$ cat config.mk
export PLATFORM = sky130hd
export DESIGN_NAME = mem_arbiter_flat
export DESIGN_NICKNAME = d
export VERILOG_FILES = /design/src/rtl/mem_arbiter_pkg.sv /design/src/rtl/mem_arbiter_if.sv /design/src/rtl/mem_arbiter_rr_arb2.sv /design/src/rtl/mem_arbiter.sv /design/src/flat_wrapper.sv
export SDC_FILE = /design/constraint.sdc
export NUM_CORES = 1
export LEC_CHECK = 0
export BUFFER_PORTS_ARGS = -buffer_cell sky130_fd_sc_hd__buf_4
export CAP_MARGIN = 20
export CORE_MARGIN = 3
export CORE_UTILIZATION = 46
export CTS_CLUSTER_DIAMETER = 80
export CTS_CLUSTER_SIZE = 8
export DETAILED_ROUTE_END_ITERATION = 16
export PLACE_DENSITY = 0.8
export SLEW_MARGIN = 20
export SYNTH_ARGS = -nofsm -noshare
export SYNTH_HDL_FRONTEND = slang
export SYNTH_HIERARCHICAL = 1
export SYNTH_SLANG_ARGS = --single-unit
$ cat constraint.sdc
create_clock -name i_clk -period 2.3 [get_ports i_clk]
set_clock_uncertainty 0.15 [all_clocks]
set_input_delay 0.115 -clock i_clk [delete_from_list [all_inputs] [get_ports i_clk]]
set_output_delay 0.115 -clock i_clk [all_outputs]
set_load 0.03 [all_outputs]
$ cat src/rtl/mem_arbiter_pkg.sv
// Shared encodings for the fetch/data memory arbiter.
package mem_arbiter_pkg;

  localparam logic [1:0] ST_IDLE  = 2'd0;
  localparam logic [1:0] ST_ISSUE = 2'd1;
  localparam logic [1:0] ST_WAIT  = 2'd2;
  localparam logic [1:0] ST_RESP  = 2'd3;

  localparam logic GNT_FETCH = 1'b0;
  localparam logic GNT_DATA  = 1'b1;

  localparam logic [31:0] WORD_ADDR_MASK = 32'hFFFF_FFFC;
  localparam logic [3:0]  FULL_MASK      = 4'b1111;

  typedef enum logic [1:0] {
    IDLE  = ST_IDLE,
    ISSUE = ST_ISSUE,
    WAIT  = ST_WAIT,
    RESP  = ST_RESP
  } state_t;

  typedef enum logic {
    FETCH = GNT_FETCH,
    DATA  = GNT_DATA
  } grant_t;

endpackage

$ cat src/rtl/mem_arbiter_if.sv
// Requester and memory-side handshake bundle of the arbiter.
// slave is the arbiter's view; master is the hart/memory environment's view.
interface mem_arbiter_if;
  import mem_arbiter_pkg::*;

  logic        i_if_req;
  logic [31:0] i_if_addr;
  logic        o_if_ready;
  logic        o_if_valid;
  logic [31:0] o_if_rdata;

  logic        i_d_req;
  logic        i_d_wen;
  logic [31:0] i_d_addr;
  logic [31:0] i_d_wdata;
  logic [3:0]  i_d_mask;
  logic        o_d_ready;
  logic        o_d_valid;
  logic [31:0] o_d_rdata;

  logic        o_mem_req;
  logic        o_mem_wen;
  logic [31:0] o_mem_addr;
  logic [31:0] o_mem_wdata;
  logic [3:0]  o_mem_mask;
  logic        i_mem_ready;
  logic        i_mem_valid;
  logic [31:0] i_mem_rdata;

  modport slave (
    input  i_if_req, i_if_addr,
    output o_if_ready, o_if_valid, o_if_rdata,
    input  i_d_req, i_d_wen, i_d_addr, i_d_wdata, i_d_mask,
    output o_d_ready, o_d_valid, o_d_rdata,
    output o_mem_req, o_mem_wen, o_mem_addr, o_mem_wdata, o_mem_mask,
    input  i_mem_ready, i_mem_valid, i_mem_rdata
  );

  modport master (
    output i_if_req, i_if_addr,
    input  o_if_ready, o_if_valid, o_if_rdata,
    output i_d_req, i_d_wen, i_d_addr, i_d_wdata, i_d_mask,
    input  o_d_ready, o_d_valid, o_d_rdata,
    input  o_mem_req, o_mem_wen, o_mem_addr, o_mem_wdata, o_mem_mask,
    output i_mem_ready, i_mem_valid, i_mem_rdata
  );

endinterface

$ cat src/rtl/mem_arbiter_rr_arb2.sv
// Two-requester round-robin picker: on a tie the side that did not win last time wins.
module rr_arb2
  import mem_arbiter_pkg::*;
(
  input  logic   req_fetch,
  input  logic   req_data,
  input  grant_t last_grant,
  output logic   gnt_valid,
  output grant_t gnt
);

  // pick the winner; a tie goes to whoever was not granted last
  always_comb begin
    gnt_valid = req_fetch | req_data;
    gnt       = FETCH;
    if (req_fetch && req_data) begin
      gnt = (last_grant == FETCH) ? DATA : FETCH;
    end else if (req_data) begin
      gnt = DATA;
    end
  end

endmodule

$ cat src/rtl/mem_arbiter.sv
// Serializes the fetch and data requesters onto one multi-cycle memory port,
// one transaction outstanding at a time.
//
// state | meaning
// IDLE  | waiting for a request; the winner is accepted and latched here
// ISSUE | o_mem_req high from the latched transaction until i_mem_ready
// WAIT  | accepted by memory, waiting for i_mem_valid
// RESP  | one-cycle response pulse to the granted side
module mem_arbiter
  import mem_arbiter_pkg::*;
(
  input  logic          i_clk,
  input  logic          i_rst_n,
  mem_arbiter_if.slave  bus
);

  state_t      state_q, state_d;
  grant_t      last_grant_q;
  grant_t      side_q;
  grant_t      gnt;
  logic        gnt_valid;
  logic        accept;
  logic        capture;

  logic        txn_wen_q;
  logic [31:0] txn_addr_q;
  logic [31:0] txn_wdata_q;
  logic [3:0]  txn_mask_q;
  logic [31:0] if_rdata_q;
  logic [31:0] d_rdata_q;

  rr_arb2 u_rr_arb2 (
    .req_fetch  (bus.i_if_req),
    .req_data   (bus.i_d_req),
    .last_grant (last_grant_q),
    .gnt_valid  (gnt_valid),
    .gnt        (gnt)
  );

  // next-state, accept and capture decode
  always_comb begin
    state_d = state_q;
    accept  = 1'b0;
    capture = 1'b0;
    case (state_q)
      IDLE: begin
        if (gnt_valid) begin
          accept  = 1'b1;
          state_d = ISSUE;
        end
      end
      ISSUE: begin
        if (bus.i_mem_ready) begin
          if (bus.i_mem_valid) begin
            capture = 1'b1;
            state_d = RESP;
          end else begin
            state_d = WAIT;
          end
        end
      end
      WAIT: begin
        if (bus.i_mem_valid) begin
          capture = 1'b1;
          state_d = RESP;
        end
      end
      RESP:    state_d = IDLE;
      default: state_d = IDLE;
    endcase
  end

  // state, fairness pointer and the side that owns the outstanding transaction
  always_ff @(posedge i_clk or negedge i_rst_n) begin
    if (!i_rst_n) begin
      state_q      <= IDLE;
      last_grant_q <= FETCH;
      side_q       <= FETCH;
    end else begin
      state_q <= state_d;
      if (accept) begin
        last_grant_q <= gnt;
        side_q       <= gnt;
      end
    end
  end

  // transaction register: holds the downstream fields stable while issuing
  always_ff @(posedge i_clk or negedge i_rst_n) begin
    if (!i_rst_n) begin
      txn_wen_q   <= 1'b0;
      txn_addr_q  <= '0;
      txn_wdata_q <= '0;
      txn_mask_q  <= '0;
    end else if (accept) begin
      if (gnt == DATA) begin
        txn_wen_q   <= bus.i_d_wen;
        txn_addr_q  <= bus.i_d_addr & WORD_ADDR_MASK;
        txn_wdata_q <= bus.i_d_wdata;
        txn_mask_q  <= bus.i_d_mask;
      end else begin
        txn_wen_q   <= 1'b0;
        txn_addr_q  <= bus.i_if_addr & WORD_ADDR_MASK;
        txn_wdata_q <= '0;
        txn_mask_q  <= FULL_MASK;
      end
    end
  end

  // response capture; the side not being served keeps its last word
  always_ff @(posedge i_clk or negedge i_rst_n) begin
    if (!i_rst_n) begin
      if_rdata_q <= '0;
      d_rdata_q  <= '0;
    end else if (capture) begin
      if (side_q == FETCH) begin
        if_rdata_q <= bus.i_mem_rdata;
      end else begin
        d_rdata_q  <= bus.i_mem_rdata;
      end
    end
  end

  // ready is gated by reset so it reads 0 while reset is held
  assign bus.o_if_ready  = i_rst_n & accept & (gnt == FETCH);
  assign bus.o_d_ready   = i_rst_n & accept & (gnt == DATA);
  assign bus.o_if_valid  = (state_q == RESP) && (side_q == FETCH);
  assign bus.o_d_valid   = (state_q == RESP) && (side_q == DATA);
  assign bus.o_if_rdata  = if_rdata_q;
  assign bus.o_d_rdata   = d_rdata_q;
  assign bus.o_mem_req   = (state_q == ISSUE);
  assign bus.o_mem_wen   = txn_wen_q;
  assign bus.o_mem_addr  = txn_addr_q;
  assign bus.o_mem_wdata = txn_wdata_q;
  assign bus.o_mem_mask  = txn_mask_q;

endmodule

$ cat src/flat_wrapper.sv
// flat-port wrapper written by rule: the top's interface ports become plain ports
module mem_arbiter_flat import mem_arbiter_pkg::*;
  (i_clk, i_rst_n, bus_i_if_req, bus_i_if_addr, bus_o_if_ready, bus_o_if_valid, bus_o_if_rdata, bus_i_d_req, bus_i_d_wen, bus_i_d_addr, bus_i_d_wdata, bus_i_d_mask, bus_o_d_ready, bus_o_d_valid, bus_o_d_rdata, bus_o_mem_req, bus_o_mem_wen, bus_o_mem_addr, bus_o_mem_wdata, bus_o_mem_mask, bus_i_mem_ready, bus_i_mem_valid, bus_i_mem_rdata);
  mem_arbiter_if bus_i ();
  input  logic i_clk;
  input  logic i_rst_n;
  input wire logic [$bits(bus_i.i_if_req)-1:0] bus_i_if_req;
  input wire logic [$bits(bus_i.i_if_addr)-1:0] bus_i_if_addr;
  output wire logic [$bits(bus_i.o_if_ready)-1:0] bus_o_if_ready;
  output wire logic [$bits(bus_i.o_if_valid)-1:0] bus_o_if_valid;
  output wire logic [$bits(bus_i.o_if_rdata)-1:0] bus_o_if_rdata;
  input wire logic [$bits(bus_i.i_d_req)-1:0] bus_i_d_req;
  input wire logic [$bits(bus_i.i_d_wen)-1:0] bus_i_d_wen;
  input wire logic [$bits(bus_i.i_d_addr)-1:0] bus_i_d_addr;
  input wire logic [$bits(bus_i.i_d_wdata)-1:0] bus_i_d_wdata;
  input wire logic [$bits(bus_i.i_d_mask)-1:0] bus_i_d_mask;
  output wire logic [$bits(bus_i.o_d_ready)-1:0] bus_o_d_ready;
  output wire logic [$bits(bus_i.o_d_valid)-1:0] bus_o_d_valid;
  output wire logic [$bits(bus_i.o_d_rdata)-1:0] bus_o_d_rdata;
  output wire logic [$bits(bus_i.o_mem_req)-1:0] bus_o_mem_req;
  output wire logic [$bits(bus_i.o_mem_wen)-1:0] bus_o_mem_wen;
  output wire logic [$bits(bus_i.o_mem_addr)-1:0] bus_o_mem_addr;
  output wire logic [$bits(bus_i.o_mem_wdata)-1:0] bus_o_mem_wdata;
  output wire logic [$bits(bus_i.o_mem_mask)-1:0] bus_o_mem_mask;
  input wire logic [$bits(bus_i.i_mem_ready)-1:0] bus_i_mem_ready;
  input wire logic [$bits(bus_i.i_mem_valid)-1:0] bus_i_mem_valid;
  input wire logic [$bits(bus_i.i_mem_rdata)-1:0] bus_i_mem_rdata;
  assign bus_i.i_if_req = bus_i_if_req;
  assign bus_i.i_if_addr = bus_i_if_addr;
  assign bus_o_if_ready = bus_i.o_if_ready;
  assign bus_o_if_valid = bus_i.o_if_valid;
  assign bus_o_if_rdata = bus_i.o_if_rdata;
  assign bus_i.i_d_req = bus_i_d_req;
  assign bus_i.i_d_wen = bus_i_d_wen;
  assign bus_i.i_d_addr = bus_i_d_addr;
  assign bus_i.i_d_wdata = bus_i_d_wdata;
  assign bus_i.i_d_mask = bus_i_d_mask;
  assign bus_o_d_ready = bus_i.o_d_ready;
  assign bus_o_d_valid = bus_i.o_d_valid;
  assign bus_o_d_rdata = bus_i.o_d_rdata;
  assign bus_o_mem_req = bus_i.o_mem_req;
  assign bus_o_mem_wen = bus_i.o_mem_wen;
  assign bus_o_mem_addr = bus_i.o_mem_addr;
  assign bus_o_mem_wdata = bus_i.o_mem_wdata;
  assign bus_o_mem_mask = bus_i.o_mem_mask;
  assign bus_i.i_mem_ready = bus_i_mem_ready;
  assign bus_i.i_mem_valid = bus_i_mem_valid;
  assign bus_i.i_mem_rdata = bus_i_mem_rdata;
  mem_arbiter u_core (.i_clk(i_clk), .i_rst_n(i_rst_n), .bus(bus_i));
endmodule
==> run_results.csv, run 1 <==
group,metric,value,unit
yosys,synth-main-ff-cell,"dfrtp_1",
timing,worst_pin_slew,547,ps
yosys,netlist_area,0.00552,sq mm
routing,drt_iter0_drc,338,
grt,first_global_vias,5681,
routing,viasPerCell,5.09,
yosys,yosysTopAreaCellShare,0.607,
grt,grt.overflow.total,0,
setup_path,r2r_setup_slack,120,ps
layout,final_nets,1009,
routing,firstDrtPassIters,4,
yosys,ys_warn_count,6,
floorplanning,coreArea,0.0116,sq mm
routing,routed_wl,18.3,mm
setup_path,worst_path_max_delay_cell,"dlygate4sd3_1",
hold_path,min-delay-start,"bus_i_mem_ready",
routing,ant_nets,0,
run,maxCapViolCount,0,
power_and_ir_drop,p_per_area,1430,mW/mm^2
setup_path,worstSetupStartpointType,"flip-flop",
layout,syn2layout_area_growth,74.1,%
clocking,ctsRootBufferMaster,"clkbuf_16",
setup_path,worstRegToRegCells,6,
yosys,postSynthAreaPerCell,12.0,sq um
yosys,synth-async-reset-ratio,1.00,
grt,grt_max_degree,108,
setup_path,crit_path_end_kind,"flip-flop",
clocking,cts_buffers,17,
grt,grt_usage,0.274,
grt,grt_pass1_wl,28.0,mm
clocking,clock_path_buffers,2,
yosys,ys_seq_area_frac,0.607,
yosys,synth_commonest_cells,"dfrtp_1 (134), nand2_1 (102), mux2_2 (63), nand3_1 (34)",
routing,wire_per_inst,17.9,um
yosys,synth.distinct_cells,28,
place,io_buffers,270,
yosys,synth_edf_count,0,
timing,relSlewSlack,0.635,
timing,fin_crit,2180,ps
setup_path,critPathArrivalTime,2310,ps
setup_path,crit_chain,"a21boi_4, buf_4, clkbuf_16, mux2i_1, dlygate4sd3_1, o21ai_0",
floorplanning,row_count,39,
yosys,synth_area_leaders,"dfrtp_1 (61%), mux2_2 (13%), nand2_1 (6.9%), mux2i_1 (5.4%), nand3_1 (3.1%)",
yosys,yosysMostFrequentCell,"dfrtp_1",
power_and_ir_drop,p_leak,4.87,nW
hold_path,hold_class,"in2reg",
timing,setup_violations,0,
setup_path,crit_type,"reg2reg",
yosys,syn_inst,462,
place,gp_congestion,0.791,
clocking,clk-insertion-delay-late,410,ps
clocking,cts.sinks,134,
floorplanning,fp.dieW,116,um
setup_path,timing.rr.end,"u_core/bus.o_mem_addr[29]",
floorplanning,dieArea,0.0134,sq mm
clocking,htree_levels,4,
timing,timing.final.crit_share,0.947,
timing,fmax,0.459,GHz
timing,slew_viol_final,0,
floorplanning,ios,277,
place,dp_hpwl,10.9,mm
hold_path,whs_path_depth,4,
timing,tns,0,ps
timing,finalHoldViolCount,0,
floorplanning,die_h,116,um
hold_path,hold_path_end,"u_core/state_q[0]",
power_and_ir_drop,ir_worst_vdd,0.788,mV
setup_path,crit_fanout,22,
yosys,yosysTopAreaCell,"dfrtp_1",
clocking,cts_tree,"yes",
setup_path,slowest_delay,560,ps
yosys,synth.ff_latch_count,134,
run_status,status,"finished, final reports clean",
setup_path,crit_required,2430,ps
layout,drive_above_1_share,0.431,
floorplanning,initial_core_util,0.478,
timing,rsz0062_at_grt,"no",
setup_path,r2r_start,"u_core/side_q",
routing,route.detailed.drc,0,
grt,antenna_found_initial,1,
routing,vias,5183,
clocking,path_clk_slew,50,ps
power_and_ir_drop,finalPower,0.0137,W
==> area by class of cell <==
cell class                 count  area (sq um)
timing repair buffer         414          3520
sequential                   134          3350
multi-input combinational    292          1990
fill                         593          1950
clock buffer                  26           509
tap                          143           179
clock inverter                 3          42.5
inverter                       6          22.5
antenna                        1          2.50
==> sequential cells by signal (all words and copies together), names as in the netlist <==
signal	flops
u_core/bus.o_d_rdata	32
u_core/bus.o_if_rdata	32
u_core/bus.o_mem_wdata	32
u_core/bus.o_mem_addr	30
u_core/bus.o_mem_mask	4
u_core/state_q	2
u_core/bus.o_mem_wen	1
u_core/side_q	1
==> cells in the final DEF, fill, tap and decap left out <==
master and n:
clkbuf_16 18, dfrtp_1 134, inv_1 6, clkinv_2 1, mux2_1 2, nor3b_4 1, mux2i_1 30, diode_2 1
conb_1 2, a31oi_1 4, a211o_1 1, buf_4 277, and2_2 1, o21ai_0 30, a2bb2oi_1 1, a21boi_4 1
buf_12 5, a21oi_2 1, clkbuf_8 5, clkbuf_1 4, or2_1 1, nand2_1 101, nand2b_1 3, and2_1 1
nand2_2 1, ha_1 5, nor2b_1 1, nor2_1 5, bufinv_16 1, nor3_4 1, clkinvlp_4 1, nand3_1 34
dlygate4sd3_1 131, o2111ai_1 1, and3_1 1, mux2_2 63
==> timing repair <==
action                     in CTS  in global routing
hold buffers                  131                  0
hold endpoints to repair      230                  0
buffers inserted                0                  1
resized for setup               0                  1
setup endpoints to repair       0                  8
==> critical path: cells and delay by family (launching register included) <==
family                 cells  cell delay, ps
AO/OA/AOI/OAI              2             300
buffers and inverters      3             900
flip-flops                 1             490
multiplexers               1             210
==> power by group <==
| part | switching, W | internal, W | total [W] | leakage, nW |
|---|---|---|---|---|
| logic | 0.00420 | 0.00280 | 0.00700 | 2.94 |
| registers | 0.000695 | 0.00351 | 0.00420 | 1.66 |
| clock network | 0.000926 | 0.00161 | 0.00254 | 0.268 |
==> routing by layer <==
| layer | wire length, um | track usage |
|---|---|---|
| met1 | 6330 | 0.287 |
| met2 | 9810 | 0.495 |
| met3 | 1420 | 0.0893 |
| met4 | 715 | 0.131 |
| met5 | 0 | 0 |
==> cell families (layout without fill, tap and decap cells) <==
kind of cell	after synthesis	in the layout	synth area share
AOI/OAI and AO/OA	39	39	0.0394
adders and majority gates	5	5	0.0113
buffers and inverters	37	449	0.0356
DFF	134	134	0.607
muxes	95	95	0.187
other	1	3	0.000679
and+or+nand+nor	151	151	0.119
==> through the flow <==
step / hold WS (ps) / area [sq um] / worst slack, ps / utilization / cells
2_1_floorplan: -331 / 5530 / 154 / - / 463
3_5_place_dp: -87.1 / 7720 / 244 / 0.667 / 856
6_report: 41.5 / 9620 / 122 / 0.832 / 1019
4_1_cts: 18.3 / 9580 / 90.8 / 0.828 / 1016
5_1_grt: 60.5 / 9620 / 29.3 / 0.832 / 1019
3_3_place_gp: -94.4 / 7720 / 325 / 0.667 / 856
==> worst max path at each step <==
stage / cells after the start / to / start
after floorplan: 6 / u_core/bus.o_d_rdata[10] / u_core/state_q[1]
after CTS: 6 / bus_o_if_ready / u_core/state_q[0]
final: 6 / u_core/bus.o_mem_addr[29] / u_core/side_q
after global routing: 5 / u_core/bus.o_mem_addr[7] / u_core/side_q
after detailed placement: 6 / u_core/bus.o_d_rdata[27] / u_core/state_q[1]
after global placement: 6 / u_core/bus.o_d_rdata[5] / u_core/state_q[1]
Note: power is estimated with default switching activity, not from simulation.
==> run 2, diff against run 1 <==
- CORE_UTILIZATION: 46 -> 45
- SYNTH_HIERARCHICAL: 1 -> default
==> run 2 against run 1 <==
Against the previous run:
- core utilization is 1.0 points lower
- first-iteration DRC count is 15% higher
- critical path depth is 1 lower
- die area is 1.1% lower
- register-to-register slack better by 90 ps
- largest power group unchanged
- critical endpoint is now bus_o_if_ready
- power is 1.0% higher
- clock power is 8.3% higher
- worst setup slack better by 27 ps
- sequential cell count stayed put
- global-route usage is 1.7 points higher
==> run_results.csv, run 2 <==
group,metric,value,unit
power_and_ir_drop,power_frac_comb,0.500,
run,maxCapViolCount,0,
floorplanning,fp.dieW,115,um
clocking,clk-insertion-delay-late,410,ps
floorplanning,dieArea,0.0132,sq mm
setup_path,crit_path_end_kind,"primary output",
yosys,synth_area_leaders,"dfrtp_1 (63%), mux2_2 (13%), a21oi_1 (5.7%), a22o_1 (5.4%), nand2_1 (2.4%)",
setup_path,critPathArrivalTime,1890,ps
setup_path,crit_fanout,10,
power_and_ir_drop,ir_worst_vdd,0.859,mV
place,io_buffers,270,
yosys,synth.distinct_cells,29,
grt,grt_usage,0.291,
clocking,cts.sinks,134,
power_and_ir_drop,seq_power_share,0.302,
timing,tns,0,ps
layout,fin_util,0.821,
run_status,status,"finished, final reports clean",
power_and_ir_drop,p_leak,4.58,nW
grt,grt.overflow.total,0,
clocking,ctsRootBufferMaster,"clkbuf_16",
routing,firstDrtPassIters,5,
yosys,netlist_area,0.00534,sq mm
yosys,postSynthAreaPerCell,12.8,sq um
timing,rsz0062_at_grt,"no",
timing,fmax,0.465,GHz
timing,whs,106,ps
floorplanning,ios,277,
clocking,path_clk_slew,50,ps
routing,viasPerCell,5.28,
power_and_ir_drop,power.internal,0.00806,W
power_and_ir_drop,p_sw_frac,0.419,
timing,setup_violations,0,
timing,relSlewSlack,0.503,
routing,routed_wl,19.2,mm
layout,drive_above_1_share,0.453,
grt,antenna_found_initial,2,
grt,grt_max_degree,71,
place,dp_hpwl,11.2,mm
setup_path,crit_type,"reg2out",
layout,final_common_cell,"buf_4",
yosys,ys_seq_area_frac,0.628,
routing,vias,5184,
layout,final_nets,965,
clocking,htree_levels,4,
power_and_ir_drop,p_per_area,1470,mW/mm^2
timing,finalHoldViolCount,0,
routing,drt_iter0_drc,390,
yosys,synth_commonest_cells,"dfrtp_1 (134), a21oi_1 (61), mux2_2 (61), nand2_1 (34)",
yosys,yosysMostFrequentCell,"dfrtp_1",
floorplanning,initial_core_util,0.464,
yosys,yosysTopAreaCellShare,0.628,
power_and_ir_drop,finalPower,0.0139,W
yosys,synth-async-reset-ratio,1.00,
yosys,yosysTopAreaCell,"dfrtp_1",
setup_path,crit_required,2040,ps
routing,route.detailed.drc,0,
layout,layout_common_cells,"buf_4 (277), dfrtp_1 (134), dlygate4sd3_1 (133)",
power_and_ir_drop,switching_power,0.00581,W
floorplanning,die_h,115,um
timing,fin_crit,2150,ps
hold_path,hold_class,"in2reg",
yosys,synth.ff_latch_count,134,
routing,wire_per_inst,19.6,um
place,gp_congestion,0.805,
clocking,clock_path_buffers,2,
floorplanning,row_count,39,
yosys,synth_edf_count,0,
floorplanning,coreArea,0.0115,sq mm
yosys,synth-main-ff-cell,"dfrtp_1",
timing,timing.final.crit_share,0.935,
routing,ant_nets,0,
yosys,syn_inst,417,
grt,first_global_vias,5798,
layout,syn2layout_area_growth,77.1,%
timing,slew_viol_final,0,
setup_path,worstSetupStartpointType,"flip-flop",
clocking,cts_buffers,17,
clocking,cts_tree,"yes",
power_and_ir_drop,power.share.clock,0.198,
grt,grt_pass1_wl,29.5,mm
timing,worst_pin_slew,743,ps
yosys,ys_warn_count,0,
[run 2: changes by cell type in the layout (fill, tap and decap cells not counted), moves of 3 or more]
cell and change:
clkinv_2 +3, a22o_1 +33, a21oi_1 +61, nor2_1 +28
a31oi_1 -4, diode_2 +3, o21ai_0 -30, nand2_1 -67
o22a_1 +4, nand3_1 -34, inv_1 -3, mux2i_1 -30
[run 2: logic make-up (layout without fill, tap and decap cells)]
family                     after synthesis  after routing  synth area share
AOI/OAI and AO/OA                      105            105             0.130
adders and majority gates                4              4           0.00937
buffers and inverters                   32            448            0.0337
DFF                                    134            134             0.628
muxes                                   65             65             0.137
other                                    1              6          0.000702
and+or+nand+nor                         76             76            0.0618
[run 2: critical path, cell delays in order (launching register included)]
cell and delay, ps:
dfrtp_1 410, inv_1 120, ha_2 300, o21a_2 290, and3_1 180, buf_4 160
[run 2: per-stage QoR]
stage	area, sq um	cells	worst slack, ps
2_1_floorplan	5350	418	111
3_3_place_gp	7510	813	341
3_5_place_dp	7510	813	271
4_1_cts	9450	977	15.7
5_1_grt	9450	979	31.1
6_report	9460	981	149
[run 2: per-layer routing]
layer	share of wire	GRT usage	vias up
met1	0.36	0.318	2548
met5	0	0	-
met4	0.043	0.172	0
li1	-	-	2272
met3	0.072	0.0832	76
met2	0.52	0.503	288
[run 2: final cells by class]
| cell class | count | area [sq um] |
|---|---|---|
| antenna | 4 | 10.0 |
| clock buffer | 22 | 474 |
| clock inverter | 9 | 125 |
| fill | 582 | 2060 |
| inverter | 3 | 11.3 |
| multi-input combinational | 252 | 1820 |
| sequential | 134 | 3350 |
| tap | 143 | 179 |
| timing repair buffer | 414 | 3480 |
[run 2: path summary, 6_finish.rpt]
check | startpoint | endpoint | slack (ps) | cells past startpoint
min in group asynchronous | i_rst_n | u_core.bus.o_mem_addr[7] | 170 | 3
max in group asynchronous | i_rst_n | u_core.bus.o_mem_addr[20] | 920 | 3
setup reg to reg | u_core.state_q[0] | u_core.bus.o_d_rdata[24] | 210 | 6
setup / recovery | u_core.state_q[0] | bus_o_if_ready | 150 | 5
hold / removal | bus_i_d_req | u_core.side_q | 110 | 4
hold reg to reg | u_core.bus.o_if_rdata[10] | u_core.bus.o_if_rdata[10] | 360 | 1
[run 2: what timing repair did]
action,4_1_cts,5_1_grt
gates resized for setup,1,1
endpoints found under the setup margin,1,1
setup buffers,0,0
cloned,0,0
hold buffers,133,0
hold endpoints to repair,266,0
[run 2: power groups by stage]
stage,Combinational (W),Clock (W),Sequential (W)
after CTS,0.00678,0.00278,0.00412
final,0.00693,0.00275,0.00419
after global placement,0.00642,0,0.00408
after detailed placement,0.00659,0,0.00414
after floorplan,0.00196,0,0.00616
after global routing,0.00728,0.00288,0.00429
==> run 3, diff against run 2 <==
- CAP_MARGIN: 20 -> 25
- CELL_PAD_IN_SITES_DETAIL_PLACEMENT: default -> 0
- CELL_PAD_IN_SITES_GLOBAL_PLACEMENT: default -> 1
- CORE_UTILIZATION: 45 -> 34
- CTS_CLUSTER_DIAMETER: 80 -> 150
- PLACE_DENSITY: 0.8 -> default
- PLACE_DENSITY_LB_ADDON: default -> 0.1
==> run 3 against run 2 <==
Against the previous run:
- core utilization fell by 19 points
- register-to-register slack improved by 40 ps
- maximum frequency rose by 0.67%
- non-clock buffer count fell by 1
- die area rose by 31%
- sequential cell count did not move
- first-iteration DRC count fell by 70%
- critical path depth did not move
- clock-buffer cell count fell by 2
- cell count rose by 6.4%
- worst hold slack got worse by 79 ps
- critical path type unchanged
- critical endpoint unchanged
- largest cell class unchanged
- highest routed layer unchanged
==> run_results.csv, run 3 (synthesis results as in run 2) <==
group,metric,value,unit
run_status,status,"finished, final reports clean",
clocking,cts_resized,0,
routing,routed_wl,17.1,mm
clocking,cts_buffers,17,
routing,route.detailed.drc,0,
hold_path,hold_class,"in2reg",
setup_path,worstSetupStartpointType,"flip-flop",
setup_path,crit_fanout,8,
power_and_ir_drop,power.share.clock,0.217,
timing,slew_viol_final,0,
place,dp_hpwl,11.1,mm
setup_path,critPathArrivalTime,1870,ps
timing,timing.final.crit_share,0.929,
layout,antennaDiodeCount,0,
power_and_ir_drop,p_leak,4.61,nW
setup_path,crit_type,"reg2out",
timing,relSlewSlack,0.641,
timing,fmax,0.468,GHz
grt,grt_max_degree,102,
routing,vias,4880,
setup_path,crit_path_end_kind,"primary output",
timing,setup_violations,0,
power_and_ir_drop,power.internal,0.00830,W
layout,drive_above_1_share,0.454,
power_and_ir_drop,p_per_area,1450,mW/mm^2
timing,fin_crit,2140,ps
grt,grt_usage,0.199,
layout,nFillCells,1227,
place,dpl_cell_area,0.00761,sq mm
layout,stdcell_area,0.00960,sq mm
power_and_ir_drop,p_sw_frac,0.404,
grt,grt.overflow.total,0,
floorplanning,dieArea,0.0173,sq mm
timing,worst_pin_slew,539,ps
grt,first_global_vias,5364,
place,gp_congestion,0.753,
timing,rsz0062_at_grt,"no",
clocking,cts_tree,"yes",
layout,final_nets,964,
power_and_ir_drop,switching_power,0.00562,W
layout,final_common_cell,"buf_4",
layout,syn2layout_area_growth,79.6,%
clocking,cts.sinks,134,
clocking,htree_levels,4,
setup_path,crit_required,2040,ps
timing,finalHoldViolCount,0,
floorplanning,die_h,131,um
floorplanning,coreArea,0.0153,sq mm
routing,viasPerCell,4.67,
routing,wire_per_inst,16.4,um
clocking,path_clk_slew,60,ps
routing,firstDrtPassIters,4,
run,maxCapViolCount,0,
grt,grt_pass1_wl,27.6,mm
clocking,cts_setup_buffers,0,
place,io_buffers,270,
power_and_ir_drop,power_frac_comb,0.489,
power_and_ir_drop,seq_power_share,0.294,
floorplanning,fp.dieW,131,um
layout,layout_common_cells,"buf_4 (276), dfrtp_1 (134), dlygate4sd3_1 (132)",
floorplanning,ios,277,
clocking,clock_path_buffers,2,
clocking,ctsRootBufferMaster,"clkbuf_16",
floorplanning,initial_core_util,0.349,
routing,drt_iter0_drc,116,
clocking,clk-insertion-delay-late,400,ps
grt,antenna_found_initial,0,
routing,ant_nets,0,
power_and_ir_drop,ir_worst_vdd,0.751,mV
timing,tns,0,ps
floorplanning,row_count,45,
[run 3: cell count changes in the layout (fill, tap and decap cells not counted), sizes merged]
cell,before,now
bufinv,3,5
clkbuf,22,20
clkinv,4,3
diode,4,0
dlygate4sd3,133,132
inv,3,4
[run 3: repair_timing]
item | CTS | global route
endpoints found under the setup margin | 0 | 0
hold buffers | 132 | 0
endpoints found under the hold margin | 267 | 0
[run 3: through the flow]
step	hold WS, ps	power (W)	instances	setup WS (ps)	util
finish	27.6	0.0139	1044	163	0.627
global route	34.3	0.0146	1044	34.2	0.627
global placement	-111	0.0106	881	321	0.497
CTS	4.91	0.0140	1044	123	0.627
floorplan	-331	0.00812	418	111	-
detailed placement	-109	0.0108	881	258	0.497
[run 3: power by group through the flow]
stage          logic [W]  registers (W)  clock network [W]
3_5_place_dp     0.00666        0.00411                  0
2_1_floorplan    0.00196        0.00616                  0
4_1_cts          0.00685        0.00409            0.00310
5_1_grt          0.00719        0.00423            0.00321
6_report         0.00681        0.00409            0.00303
3_3_place_gp     0.00655        0.00407                  0
[run 3: worst paths after layout]
path                                     startpoint                          to  slack (ps)  cells past startpoint
setup / recovery                  u_core.state_q[0]              bus_o_if_ready         160                      5
hold / removal                         bus_i_if_req               u_core.side_q          30                      4
setup reg to reg                  u_core.state_q[0]    u_core.bus.o_d_rdata[15]         250                      6
hold reg to reg            u_core.bus.o_if_rdata[5]    u_core.bus.o_if_rdata[5]         340                      1
max in group asynchronous                   i_rst_n  u_core.bus.o_mem_wdata[25]        1090                      3
min in group asynchronous                   i_rst_n               u_core.side_q          80                      2
[run 3: per-layer routing]
metal	vias to the layer above	part of all wire	wire [um]	global-route usage
li1	2268	-	-	-
met1	2382	0.40	6850	0.229
met2	200	0.50	8550	0.340
met3	30	0.072	1230	0.0693
met4	0	0.028	474	0.0817
met5	-	0	0	0
[run 3: final cells by class]
cell class	count	area, sq um	area share
flip-flops and latches	134	3350	0.349
well taps	211	264	0.0275
inverters	3	11.3	0.00117
clock buffers	20	467	0.0486
multi-input cells	252	1820	0.190
clock inverters	11	196	0.0205
repair buffers	413	3480	0.363
[run 3: worst max-delay path: stages, from the launching register on]
cell,delay [ps]
dfrtp_1,410
inv_1,110
ha_1,360
o21a_1,240
and3_1,180
buf_4,160
